==> src/rtl/uvmt_cv32e40x_pkg.sv <==
// Shared types for the RVFI CSR shadow tracker.
// Pure declarations; no logic, no latency, no flow control.
package uvmt_cv32e40x_pkg;

    typedef enum logic [1:0] {
        S_IDLE  = 2'd0,
        S_TRACK = 2'd1,
        S_FAIL  = 2'd2
    } csr_shadow_state_e;

endpackage

==> src/rtl/uvmt_cv32e40x_sat_counter.sv <==
// Saturating up-counter with synchronous clear; holds at all-ones.
// Latency 1; no backpressure, increments accepted every cycle.
module uvmt_cv32e40x_sat_counter #(
    parameter int COUNT_W = 16
) (
    input  logic               clk_i,
    input  logic               rst_ni,
    input  logic               inc_i,
    input  logic               clear_i,
    output logic [COUNT_W-1:0] cnt_o
);

    logic [COUNT_W-1:0] cnt_d;
    logic [COUNT_W-1:0] cnt_q;

    always_comb begin
        cnt_d = cnt_q;
        if (clear_i) begin
            cnt_d = '0;
        end else if (inc_i && (cnt_q != {COUNT_W{1'b1}})) begin
            cnt_d = cnt_q + {{(COUNT_W-1){1'b0}}, 1'b1};
        end
    end

    always_ff @(posedge clk_i or negedge rst_ni) begin
        if (!rst_ni) begin
            cnt_q <= '0;
        end else begin
            cnt_q <= cnt_d;
        end
    end

    assign cnt_o = cnt_q;

endmodule

==> src/rtl/uvmt_cv32e40x_rvfi_csr_shadow.sv <==
// Bit-wise known/shadow tracker for one CSR; flags retired reads contradicting it.
// Latency 1 (all outputs registered); never stalls RVFI, no backpressure.
module uvmt_cv32e40x_rvfi_csr_shadow
    import uvmt_cv32e40x_pkg::*;
#(
    parameter int              XLEN          = 32,
    parameter logic [XLEN-1:0] RESET_VALUE   = '0,
    parameter logic [XLEN-1:0] RESET_KNOWN   = '0,
    parameter logic [XLEN-1:0] VOLATILE_MASK = '0,
    parameter int              COUNT_W       = 16
) (
    input  logic               clk_i,
    input  logic               rst_ni,
    input  logic               rvfi_valid_i,
    input  logic [XLEN-1:0]    rvfi_csr_rmask_i,
    input  logic [XLEN-1:0]    rvfi_csr_wmask_i,
    input  logic [XLEN-1:0]    rvfi_csr_rdata_i,
    input  logic [XLEN-1:0]    rvfi_csr_wdata_i,
    input  logic               clear_i,
    output logic [XLEN-1:0]    shadow_o,
    output logic [XLEN-1:0]    known_o,
    output logic [1:0]         state_o,
    output logic               mismatch_o,
    output logic [XLEN-1:0]    mismatch_bits_o,
    output logic [COUNT_W-1:0] read_cnt_o,
    output logic [COUNT_W-1:0] write_cnt_o
);

    localparam logic [XLEN-1:0] KNOWN_INIT = RESET_KNOWN & ~VOLATILE_MASK;

    csr_shadow_state_e state_d, state_q;
    logic [XLEN-1:0]   shadow_d, shadow_q;
    logic [XLEN-1:0]   known_d, known_q;
    logic              mismatch_d, mismatch_q;
    logic [XLEN-1:0]   mismatch_bits_d, mismatch_bits_q;

    logic [XLEN-1:0]   learn_m;
    logic [XLEN-1:0]   write_m;
    logic [XLEN-1:0]   err;

    assign learn_m = rvfi_csr_rmask_i & ~VOLATILE_MASK;
    assign write_m = rvfi_csr_wmask_i & ~VOLATILE_MASK;
    assign err     = rvfi_csr_rmask_i & known_q & ~VOLATILE_MASK
                   & (rvfi_csr_rdata_i ^ shadow_q);

    always_comb begin
        state_d         = state_q;
        shadow_d        = shadow_q;
        known_d         = known_q;
        mismatch_d      = mismatch_q;
        mismatch_bits_d = mismatch_bits_q;
        if (clear_i) begin
            state_d         = S_IDLE;
            shadow_d        = RESET_VALUE;
            known_d         = KNOWN_INIT;
            mismatch_d      = 1'b0;
            mismatch_bits_d = '0;
        end else if (rvfi_valid_i) begin
            unique case (state_q)
                S_IDLE, S_TRACK: begin
                    if (err != '0) begin
                        state_d         = S_FAIL;
                        mismatch_d      = 1'b1;
                        mismatch_bits_d = err;
                    end else begin
                        state_d = S_TRACK;
                    end
                end
                S_FAIL:  state_d = S_FAIL;
                default: state_d = S_IDLE;
            endcase
            // Written value wins over the learned read value on the same bit.
            shadow_d = (shadow_q & ~learn_m & ~write_m)
                     | (rvfi_csr_rdata_i & learn_m & ~write_m)
                     | (rvfi_csr_wdata_i & write_m);
            known_d  = known_q | learn_m | write_m;
        end
    end

    always_ff @(posedge clk_i or negedge rst_ni) begin
        if (!rst_ni) begin
            state_q         <= S_IDLE;
            shadow_q        <= RESET_VALUE;
            known_q         <= KNOWN_INIT;
            mismatch_q      <= 1'b0;
            mismatch_bits_q <= '0;
        end else begin
            state_q         <= state_d;
            shadow_q        <= shadow_d;
            known_q         <= known_d;
            mismatch_q      <= mismatch_d;
            mismatch_bits_q <= mismatch_bits_d;
        end
    end

    uvmt_cv32e40x_sat_counter #(.COUNT_W(COUNT_W)) u_read_cnt (
        .clk_i   (clk_i),
        .rst_ni  (rst_ni),
        .inc_i   (rvfi_valid_i && (rvfi_csr_rmask_i != '0)),
        .clear_i (clear_i),
        .cnt_o   (read_cnt_o)
    );

    uvmt_cv32e40x_sat_counter #(.COUNT_W(COUNT_W)) u_write_cnt (
        .clk_i   (clk_i),
        .rst_ni  (rst_ni),
        .inc_i   (rvfi_valid_i && (rvfi_csr_wmask_i != '0)),
        .clear_i (clear_i),
        .cnt_o   (write_cnt_o)
    );

    assign shadow_o        = shadow_q;
    assign known_o         = known_q;
    assign state_o         = state_q;
    assign mismatch_o      = mismatch_q;
    assign mismatch_bits_o = mismatch_bits_q;

endmodule

==> config.mk <==
export PLATFORM = sky130hd
export DESIGN_NAME = uvmt_cv32e40x_rvfi_csr_shadow
export DESIGN_NICKNAME = d
export VERILOG_FILES = /design/src/rtl/uvmt_cv32e40x_pkg.sv /design/src/rtl/uvmt_cv32e40x_sat_counter.sv /design/src/rtl/uvmt_cv32e40x_rvfi_csr_shadow.sv
export SDC_FILE = /design/constraint.sdc
export NUM_CORES = 1
export LEC_CHECK = 0
export CAP_MARGIN = 15
export CORE_MARGIN = 2
export CORE_UTILIZATION = 40
export CTS_CLUSTER_DIAMETER = 120
export CTS_CLUSTER_SIZE = 10
export DETAILED_ROUTE_END_ITERATION = 12
export PLACE_DENSITY = 0.77
export SLEW_MARGIN = 5
export SYNTH_ARGS = -nofsm -noshare
export SYNTH_HDL_FRONTEND = slang
export SYNTH_SLANG_ARGS = --single-unit
==> constraint.sdc <==
create_clock -name clk_i -period 1.84 [get_ports clk_i]
set_input_delay 0.46 -clock clk_i [delete_from_list [all_inputs] [get_ports clk_i]]
set_output_delay 0.46 -clock clk_i [all_outputs]
set_load 0.05 [all_outputs]
### After elaboration in Yosys (flattened, before gate mapping)

Index checks and enable logic that the tools add are counted.

| operators by class | value |
|---|---|
| add/subtract/negate cells | 2 |
| multiply operators | 0 |
| divide/modulo/power cells | 0 |
| magnitude comparators | 0 |
| equal/unequal tests | 4 |
| shift-type cells | 0 |
| multiplexer cells | 20 |
| bitwise gates (word level) | 14 |
| reductions and logical operators | 15 |

Operators by type and width:

| kind | number |
|---|---|
| $mux 32 | 8 |
| $and 32x32->32 | 7 |
| $or 32x32->32 | 4 |
| $reduce_bool 32->1 | 3 |
| $mux 16 | 4 |
| $not 32->32 | 2 |
| $add 16x1->16 const B | 2 |
| $ne 16x16->1 const B | 2 |
| $xor 32x32->32 | 1 |
| $reduce_bool 2->1 | 5 |
| $mux 2 | 3 |
| $logic_and 1x1->1 | 4 |
| $mux 1 | 4 |
| $pmux 2 s2 | 1 |
| $reduce_and 3->1 | 1 |
| $eq 2x1->1 const B | 1 |
| $eq 2x2->1 const B | 1 |
| $logic_not 2->1 | 1 |
| $reduce_or 2->1 | 1 |

| storage, ports and cells | value |
|---|---|
| bits in registers | 131 |
| latch bits | 0 |
| memory bits (writable) | 0 |
| bits in read-only memories | 0 |
| input port bits | 132 |
| output and inout port bits | 131 |
| logic and storage cells | 62 |
| memories | 0 |

### Logic depth before layout (Yosys ltp)

Gate-level depths: netlist (run 1).

| depth | value |
|---|---|
| depth in word-level cells | 7 |
| depth in mapped cells | 9 |
| gate-level depth less buffers | 7 |

### Hierarchy

Synthesis (run 1) repeated with hierarchy kept, for this count alone.

| second synthesis, totals | value |
|---|---|
| cell total of the unflattened synthesis | 751 |
| area total of the unflattened synthesis | 7362.1 um^2 |

Modules (own cells, without submodules):

| module | times used | cells an instance | area each (um^2) | seq. area each (um^2) |
|---|---|---|---|---|
| uvmt_cv32e40x_rvfi_csr_shadow | 1 | 555 | 5477.8 | 2477.4 |
| uvmt_cv32e40x_sat_counter | 2 | 98 | 942.2 | 400.4 |

### Worst setup path after synthesis (run 1)

No wires, ideal clock.

| timing | value |
|---|---|
| kind | register -> register |
| start | reg u_write_cnt.cnt_q[0] (netlist: u_write_cnt.cnt_o[0]) |
| end | reg u_write_cnt.cnt_q[11] (netlist: u_write_cnt.cnt_o[11]) |
| library setup time | 78 ps |
| arrival | 2260 ps |
| required time | 1762 ps |
| path slack | -498 ps |
| stages on the path, launching flop included | 9 |
| path buffers | 1 |
| period minus slack after synthesis | 2338 ps |
| cells stage by stage | dfrtp_1 ha_1 and2_1 nand3_1 o22ai_1 or4_1 buf_2 or3_1 a21oi_1 |

| between the ends | value |
|---|---|
| cells in the longest elaborated chain, start to end | 3 |
| elaborated cells on any way between the ends | 6 |
| classes of those cells | add/sub (1); eq/ne (1); mux (2); reduce/logical (2) |

RTL lines:

| item | RTL line | source |
|---|---|---|
| from (decl) | uvmt_cv32e40x_sat_counter.sv:14 | `logic [COUNT_W-1:0] cnt_q;` |
| from (signal assigned) | uvmt_cv32e40x_sat_counter.sv:29 | `cnt_q <= cnt_d;` |
| $add 16x1->16 or $ne 16x16->1 (tied branches) | uvmt_cv32e40x_sat_counter.sv:21, uvmt_cv32e40x_sat_counter.sv:20 |  |
| $mux 16 or $logic_and 1x1->1 (tied branches) | uvmt_cv32e40x_sat_counter.sv:20 | `end else if (inc_i && (cnt_q != {COUNT_W{1'b1}})) begin` |
| $mux 16 or $reduce_bool 2->1 (tied branches) | -- |  |

Several ways; a longest one is shown, not always the timed one. The select of a mux whose other input is x is not followed.
A chain may end at the register's enable or synchronous reset.

### Final worst setup path (run 1)

| timing | value |
|---|---|
| start | in rvfi_csr_rdata_i[11] |
| end | reg mismatch_bits_q[17] (netlist: mismatch_bits_o[17]) |

| between the ends | value |
|---|---|
| cells in the longest elaborated chain, start to end | 5 |

RTL lines:

| item | RTL line | source |
|---|---|---|
| from (decl) | uvmt_cv32e40x_rvfi_csr_shadow.sv:17 | `input logic [XLEN-1:0] rvfi_csr_rdata_i,` |
| $xor 32x32->32 | uvmt_cv32e40x_rvfi_csr_shadow.sv:44 | `& (rvfi_csr_rdata_i ^ shadow_q);` |
| $and 32x32->32 | uvmt_cv32e40x_rvfi_csr_shadow.sv:44 |  |
| $reduce_bool 32->1 | uvmt_cv32e40x_rvfi_csr_shadow.sv:61 | `if (err != '0) begin` |
| $reduce_bool 2->1 (no source line) | -- |  |
| $reduce_and 3->1 (no source line) | -- |  |
| to (signal assigned) | uvmt_cv32e40x_rvfi_csr_shadow.sv:92 | `mismatch_bits_q <= mismatch_bits_d;` |
| to (decl) | uvmt_cv32e40x_rvfi_csr_shadow.sv:35 | `logic [XLEN-1:0] mismatch_bits_d, mismatch_bits_q;` |

Every way passes these cells.

==> results of run 1 <==
power by group:
part | internal (mW) | switching [mW]
registers | 3.03 | 0.132
clock network | 2.10 | 1.33
logic | 1.06 | 1.37
total | 6.19 | 2.82
final timing paths:
check,slack [ns],startpoint,cells past startpoint,end
hold reg to reg,0.53,known_o[7],2,known_o[7]
setup reg to reg,-0.20,shadow_o[31],9,mismatch_bits_o[12]
max in group asynchronous,0.74,rst_ni,3,u_read_cnt.cnt_o[12]
hold / removal,0.39,rvfi_csr_rmask_i[20],3,mismatch_bits_o[20]
min in group asynchronous,0.51,rst_ni,2,known_o[28]
setup / recovery,-0.21,rvfi_csr_rdata_i[11],9,mismatch_bits_o[17]
state kept, by name (all words and copies together), names as in the netlist:
| name | count |
|---|---|
| known_o | 32 |
| mismatch_bits_o | 32 |
| mismatch_o | 1 |
| shadow_o | 32 |
| state_o | 2 |
| u_read_cnt.cnt_o | 16 |
| u_write_cnt.cnt_o | 16 |
timing repair:
| action | CTS | global route |
|---|---|---|
| endpoints found under the hold margin | 36 | 0 |
| hold buffers | 1 | 0 |
| gates cloned | 5 | 0 |
| gates resized for setup | 159 | 128 |
| pin swaps | 44 | 63 |
| setup endpoints to repair | 67 | 66 |
| buffers inserted | 7 | 3 |
kinds of logic (layout without fill, tap and decap cells):
family	Yosys count	after routing	synth area share [%]
and+or+nand+nor	249	249	19.1
AOI/OAI and AO/OA	145	145	13.0
DFF	131	131	47.5
buffers and inverters	101	542	5.66
xor gates and xnor gates	58	58	7.37
muxes	48	48	6.97
adders and majority gates	2	2	0.363
routing by layer:
layer  vias to the layer above  global-route usage [%]
met1                      3521                    34.5
met3                        65                    7.18
met4                         2                    10.1
li1                       3423                       -
met5                         -                       0
met2                       296                    49.5
worst max-delay path, stage by stage:
cell and delay, ns:
clkdlybuf4s50_1 0.51, xor2_1 0.23, a32oi_2 0.12, and4_4 0.22
a41oi_4 0.24, buf_4 0.17, buf_12 0.15, nand4_1 0.13
a21oi_2 0.17
Yosys cell counts, drive strengths merged, types with 2 or more instances:
cell type | count | area, um^2
a32oi | 8 | 70.1
xnor2 | 41 | 359
mux2i | 48 | 480
nand2b | 49 | 307
nand3 | 16 | 80.1
ha | 2 | 25.0
and4 | 6 | 57.6
nor2 | 66 | 248
clkbuf | 26 | 97.6
nor3 | 11 | 55.1
o21ai | 39 | 195
or3 | 4 | 25.0
nand4 | 16 | 100
and2 | 9 | 56.3
buf | 7 | 37.5
o22ai | 9 | 56.3
and3 | 3 | 18.8
nor4 | 29 | 206
a221oi | 32 | 280
dfrtp | 131 | 3280
nand2 | 36 | 138
inv | 68 | 255
a21oi | 55 | 275
xor2 | 17 | 149
cell type report:
cell class                 count  area, um^2  share of cell area (%)
clock buffer                  20         467                    3.74
clock inverter                12         131                    1.05
inverter                      68         255                    2.04
multi-input combinational    502        4240                    34.0
sequential                   131        3350                    26.9
tap                          225         282                    2.25
timing repair buffer         442        3750                    30.1
==> results.yml, run 1 <==
logic_synthesis:
  synth_cell_types: 35
  synthCells: 734
  synthArstFlopShare_pct: 100
  synthFlopType: "dfrtp_1"
  synth_edf_count: 0
  seq_area_frac_synth_pct: 47.5
  syn-num-nets: 868
  avgSynthCellArea_um2: 9.40
  netlist_area_mm2: 0.00690
  yosys_warnings: 0
  yosys_register_bits: 131
setup_path:
  worstSetupEndpointType: "register"
  cp-start-kind: "primary input"
  critical_path_class: "in2reg"
  arrival_ns: 2.41
  crit_required_ns: 2.20
  worstPathMaxFanout: 17
layout:
  fillers: 1227
  layout_commonest_cell: "buf_4"
  final_nets: 1296
  antennaDiodeCount: 0
  area_delta_synth_final_pct: 81.0
  layout-drive-gt1-share_pct: 48.0
  final_util_pct: 73.2
  most-common-layout-cells: "buf_4 (286), dfrtp_1 (70), inv_1 (68)"
  fin_cells: 1400
  final_area_mm2: 0.0125
floorplan:
  rows: 48
  dieArea_mm2: 0.0183
  coreArea_mm2: 0.0171
  io_pins: 263
  chipHeight_um: 135
  start_util_pct: 40.4
  dieWidth_um: 135
detailed_routing:
  met1_length_um: 10400
  dr.pass1.iters: 7
  route.met3.wl_um: 1780
  drc: 0
  viasPerCell: 5.22
  highest_layer: "met5"
  drt_iter0_drc: 385
  drt_wl_total_um: 26300
  routed-wl-met2_um: 13200
  vias: 7307
  ant_nets: 0
  wl_per_cell_um: 18.8
clock_tree:
  cts_tree: "yes"
  clk_pin_slew_ns: 0.06
  clock_sinks: 131
  root_buffer: "clkbuf_16"
  numCtsBuffers: 17
  insertion_delay_ns: 0.43
  h-tree-depth: 4
  clock_path_buffers: 2
sta:
  setup_ws_ns: -0.212
  slew_violations: 0
  grt_setup_unrepaired: "true"
  worstMarginPinSlew_ns: 0.514
  max_freq_mhz: 487
  fin_crit_sh_pct: 111
  totalNegativeSetupSlack_ns: -5.36
  skew_ns: 0.00637
  hold_viol_final: 0
  slew_headroom_pct: 65.7
  finalCriticalPeriod_ns: 2.05
  hold_ws_ns: 0.386
  setup_viol: 40
worst_hold_path:
  min_path_type: "in2reg"
global_routing:
  gr-total-overflow: 0
  grt_antenna_before_repair: 1
  grtUsageTotal_pct: 28.6
  grt_first_pass_wirelength_um: 40200
  grt_pass1_vias: 7588
  grt_max_degree: 41
power:
  ir_drop_mv: 0.673
  power.density_mw_per_mm2: 722
  power.static_leakage_nw: 5.68
  p_total_mw: 9.02
placement:
  hpwl_um: 18700
  place_ws_ns: -0.836
  gp_congestion: 0.884
  dp_cells: 1357
  placed_area_mm2: 0.0112
  port_buffers: 262
run_status:
  violations: "setup timing"
  status: "complete, but fails checks"
run:
  maxCapViolations: 0
Power figures use the tool's default switching activity.
==> inputs of run 2 (changes only) <==
- CORE_UTILIZATION: 40 -> 41
- SYNTH_HIERARCHICAL: not set -> 1
==> run 2 against run 1 <==
Compared with the run above: the flow still finishes with violations (setup timing); final area shrank 0.25%; via count grew 4.8%; area after synthesis grew 6.7%; count of clock-buffer cells in the layout grew 7; routed wire length grew 3.0%; synthesized cell count grew 2.3%; die area grew 4.0%; global-route usage shrank 0.84 points; power shrank 3.2%; sequential share of layout area grew 0.31 points; hold slack gained 0.078 ns.
==> results.yml, run 2 <==
floorplan:
  coreArea_mm2: 0.0178
  rows: 49
  dieWidth_um: 138
  dieArea_mm2: 0.0190
  io_pins: 263
  chipHeight_um: 138
  start_util_pct: 41.4
clock_tree:
  clock_path_buffers: 2
  insertion_delay_ns: 0.42
  numCtsBuffers: 17
  clk_pin_slew_ns: 0.05
  cts_tree: "yes"
  root_buffer: "clkbuf_16"
  h-tree-depth: 4
  clock_sinks: 131
setup_path:
  worst-r2r-cell-count: 9
  critPathBufInv: 3
  critical_path_class: "in2reg"
  worst_path_max_delay_cell: "clkdlybuf4s50_1"
  path_depth: 9
  cp_slowest_stage_delay_ns: 0.46
  worstPathMaxFanout: 16
  critPathCapture: "mismatch_bits_o[12]"
  r2r-end: "mismatch_bits_o[12]"
  crit_required_ns: 2.18
  worstSetupEndpointType: "register"
  cp-start-kind: "primary input"
  arrival_ns: 2.38
  r2r-start: "shadow_o[8]"
  cp-startpoint: "rvfi_csr_rdata_i[21]"
  r2r_slack_ns: -0.20
  crit_path_cell_trace: "clkdlybuf4s50_1 > xor2_2 > a32oi_2 > and4_4 > a41oi_4 > buf_12 > buf_16 > nand2b_4 > a21oi_2"
  crit_family: "buffers and inverters"
logic_synthesis:
  synth.area.top_cells: "dfrtp_1 (45%), mux2i_1 (6.4%), a21oi_1 (3.7%), a221oi_1 (3.7%), inv_1 (3.6%)"
  synth_area_leader_cell: "dfrtp_1"
  avgSynthCellArea_um2: 9.80
  seq_area_frac_synth_pct: 44.5
  synthFlopType: "dfrtp_1"
  netlist_top_cells_count: "dfrtp_1 (131), inv_1 (71), a21oi_1 (55)"
  syn-num-nets: 885
  netlist_area_mm2: 0.00736
  yosys_register_bits: 131
  synth_edf_count: 0
  yosys_warnings: 6
  synthCells: 751
  synth_cell_types: 45
  yosysMostFrequentCell: "dfrtp_1"
  synthArstFlopShare_pct: 100
  yosysTopAreaCellShare_pct: 44.5
run:
  maxCapViolations: 0
global_routing:
  grt_first_pass_wirelength_um: 42000
  grt_pass1_vias: 7728
  grtUsageTotal_pct: 27.7
  gr-total-overflow: 0
  grt_antenna_before_repair: 3
  grt_max_degree: 52
layout:
  final_nets: 1298
  layout-drive-gt1-share_pct: 48.6
  area_delta_synth_final_pct: 69.2
  final_area_mm2: 0.0125
  layout_commonest_cell: "buf_4"
  most-common-layout-cells: "buf_4 (272), dfrtp_2 (85), inv_1 (69)"
sta:
  fin_crit_sh_pct: 111
  finalCriticalPeriod_ns: 2.04
  max_freq_mhz: 490
  grt_setup_unrepaired: "true"
  slew_violations: 0
  skew_ns: 0.0111
  totalNegativeSetupSlack_ns: -5.61
  slew_headroom_pct: 68.1
  worstMarginPinSlew_ns: 0.478
  hold_viol_final: 0
  setup_ws_ns: -0.203
  setup_viol: 34
worst_hold_path:
  min_path_type: "in2reg"
power:
  power.density_mw_per_mm2: 701
  power.static_leakage_nw: 5.65
  ir_drop_mv: 0.695
placement:
  hpwl_um: 18900
  placed_area_mm2: 0.0112
  port_buffers: 262
  gp_congestion: 0.880
detailed_routing:
  vias: 7655
  ant_nets: 0
  dr.pass1.iters: 7
  drc: 0
  wl_per_cell_um: 19.2
  drt_wl_total_um: 27100
  viasPerCell: 5.43
  drt_iter0_drc: 417
run_status:
  status: "complete, but fails checks"
  violations: "setup timing"
## run 2: changes by cell type in the layout (fill, tap and decap cells not counted), sizes merged, moves of 6 or more
cell,change
buf,-12
o31ai,+14
xnor2,-25
clkdlybuf4s50,-6
a21oi,+16
mux2,+8
nor2,-21
nor2b,+8
nor3,-8
nand2,-6
dlygate4sd2,+21
or4,+13
nand4,+11
## run 2: cell type report
cell class | instances | area, um^2
antenna | 3 | 7.51
clock buffer | 27 | 513
clock inverter | 5 | 27.5
fill | 1346 | 5330
inverter | 71 | 277
multi-input combinational | 515 | 4330
sequential | 131 | 3380
tap | 229 | 287
timing repair buffer | 428 | 3630
## run 2: how the worst min path moves through the flow
stage	depth (start not counted)	endpoint	start	slack (ns)
2_1_floorplan	0	known_o[0]	rst_ni	0.16
5_1_grt	4	mismatch_bits_o[17]	rvfi_csr_rdata_i[17]	0.48
4_1_cts	2	mismatch_bits_o[20]	clear_i	0.49
6_report	3	shadow_o[0]	rvfi_csr_wmask_i[0]	0.46
3_3_place_gp	1	known_o[0]	rst_ni	0.39
3_5_place_dp	1	known_o[0]	rst_ni	0.39
## run 2: per-layer routing
metal  GRT usage [%]  vias to the layer above  routed length [um]
met4            10.8                        0                 904
met2            46.6                      282               13500
li1                -                     3545                   -
met3            6.37                       63                1650
met1            34.9                     3765               11000
met5               0                        -                   0
## run 2: repair_timing
item	CTS	global route
gates resized for setup	173	91
endpoints found under the setup margin	66	64
cloned	4	2
pin swaps	45	44
hold endpoints to repair	29	0
hold buffers	1	0
buffers inserted	12	11
## run 2: cells by family (layout without fill, tap and decap cells)
kind of cell / Yosys count / in the layout / synth area share [%]
other cells: 0 / 3 / 0
buf+inv: 105 / 531 / 5.93
xor+xnor: 32 / 32 / 3.81
flops: 131 / 131 / 44.5
compound gates: 182 / 182 / 16.6
fa+ha+maj: 2 / 2 / 0.340
simple gates: 244 / 244 / 21.2
mux: 55 / 55 / 7.61
## run 2: stage by stage
stage / hold slack (ns) / setup slack (ns) / std cells / utilization, % / total power [mW]
final: 0.464 / -0.203 / 1409 / 70.0 / 8.73
after global routing: 0.481 / -0.245 / 1409 / 70.0 / 9.07
after CTS: 0.486 / -0.203 / 1396 / 68.2 / 8.67
after detailed placement: 0.393 / -0.833 / 1348 / 62.8 / 5.44
after global placement: 0.392 / -0.821 / 1348 / 62.8 / 5.41
after floorplan: 0.164 / -0.0490 / 751 / - / 4.35
## run 2: power breakdown
group / internal (mW) / leakage (nW) / total [mW] / switching (mW)
sequential: 3.04 / 1.63 / 3.17 / 0.134
clock: 1.89 / 0.267 / 3.11 / 1.22
combinational: 1.09 / 3.75 / 2.45 / 1.36
## run 2: worst reg2reg max path, delay by kind of cell (launching register included)
family,cells,cell delay (ns)
DFF,1,0.42
xor gates and xnor gates,1,0.19
buffers and inverters,3,0.49
AOI/OAI and AO/OA,3,0.43
and+or+nand+nor,2,0.43
==> RTL change, RTL diff (config.mk and constraints of run 1) <==
Make the reset (`rst_ni`) synchronous in 2 clocked blocks.
--- a/src/rtl/uvmt_cv32e40x_sat_counter.sv
+++ b/src/rtl/uvmt_cv32e40x_sat_counter.sv
@@ -22,7 +22,7 @@
         end
     end
 
-    always_ff @(posedge clk_i or negedge rst_ni) begin
+    always_ff @(posedge clk_i) begin
         if (!rst_ni) begin
             cnt_q <= '0;
         end else begin
--- a/src/rtl/uvmt_cv32e40x_rvfi_csr_shadow.sv
+++ b/src/rtl/uvmt_cv32e40x_rvfi_csr_shadow.sv
@@ -77,7 +77,7 @@
         end
     end
 
-    always_ff @(posedge clk_i or negedge rst_ni) begin
+    always_ff @(posedge clk_i) begin
         if (!rst_ni) begin
             state_q         <= S_IDLE;
             shadow_q        <= RESET_VALUE;
Formal check against the unedited RTL: differs if rst_ni is asserted again (counterexample within 4 cycles, from zero or initial values and one cycle with rst_ni low); with rst_ni held inactive, the same outputs for 4 cycles.
==> RTL change against run 1 <==
  * The run still ends with setup timing left
  * Worst setup slack improved by 110 ps
  * Final area fell by 8.9%
  * Sequential cell count stayed put
  * Count of clock-buffer cells in the layout up 4
  * Routed wire length is 11% lower
  * Power down 9.1%
  * Final cell count fell by 4.4%
  * Area after synthesis decreased by 5.6%
  * Critical path type is now reg -> reg
  * Largest cell class unchanged
==> RTL change: results <==
layout:
  final-clk-cell-share_pct: 5.07
  n_fill_cell: 1194
  bufAreaShareNonClock_pct: 30.6
  nNetsFinal: 1246
  nNonClkBuffers: 392
run_status:
  violations: "setup timing"
  status: "complete, but fails checks"
pwr:
  clkPwrFrac_pct: 41.0
  peakVddDrop_v: 0.000668
  leakagePower_nw: 4.77
  power_frac_comb_pct: 22.4
placed_design:
  dp_hpwl_mm: 16.5
route:
  via_per_inst: 5.18
  wl_mm: 23.4
  drtPass1Iterations: 4
grt:
  grt_usage_pct: 26.7
logic_synthesis:
  syn_nets: 866
  synth_top_area_share_pct: 40.3
  ys_seq_area_share_pct: 40.3
  synth_flop_cell: "dfxtp_1"
  synth_area_per_cell_sq_um: 8.90
  synth_cell_types: 40
  yosys-top-cells-area: "dfxtp_1, mux2i_1, xnor2_1, a221oi_1, inv_1"
sta:
  setup_viol: 30
  setup_ws_ps: -97.3
worst_setup_path:
  critical_path_peak_fanout: 5
cts:
  post-cts-setup-buffers: 10
==> RTL change: changes by cell type after synthesis, sizes merged, moves of 5 or more <==
cell / delta
dfxtp: +131
clkbuf: -5
nor4: +6
dfrtp: -131
nor3: -6
==> RTL change: critical path, stage by stage (launching register included) <==
cell     delay [ps]
dfxtp_2         340
xor2_2          190
a32oi_2         220
and4_4          310
a41oi_4         130
buf_6           160
buf_6           130
buf_16          140
mux2i_2         150
nor2_1           50
==> RTL change: worst paths after layout <==
check,end,start,cells past startpoint,slack [ps]
hold reg to reg,known_o[14],known_o[14],2,450
hold / removal,mismatch_bits_o[12],rvfi_csr_rmask_i[12],3,440
setup reg to reg,mismatch_bits_o[30],shadow_o[9],9,-100
setup / recovery,mismatch_bits_o[30],shadow_o[9],9,-100
==> RTL change: per-layer routing <==
metal | up-vias | routed length (um)
met1 | 3329 | 9750
met2 | 228 | 11700
met5 | - | 0
met3 | 43 | 1360
li1 | 3339 | -
met4 | 0 | 605
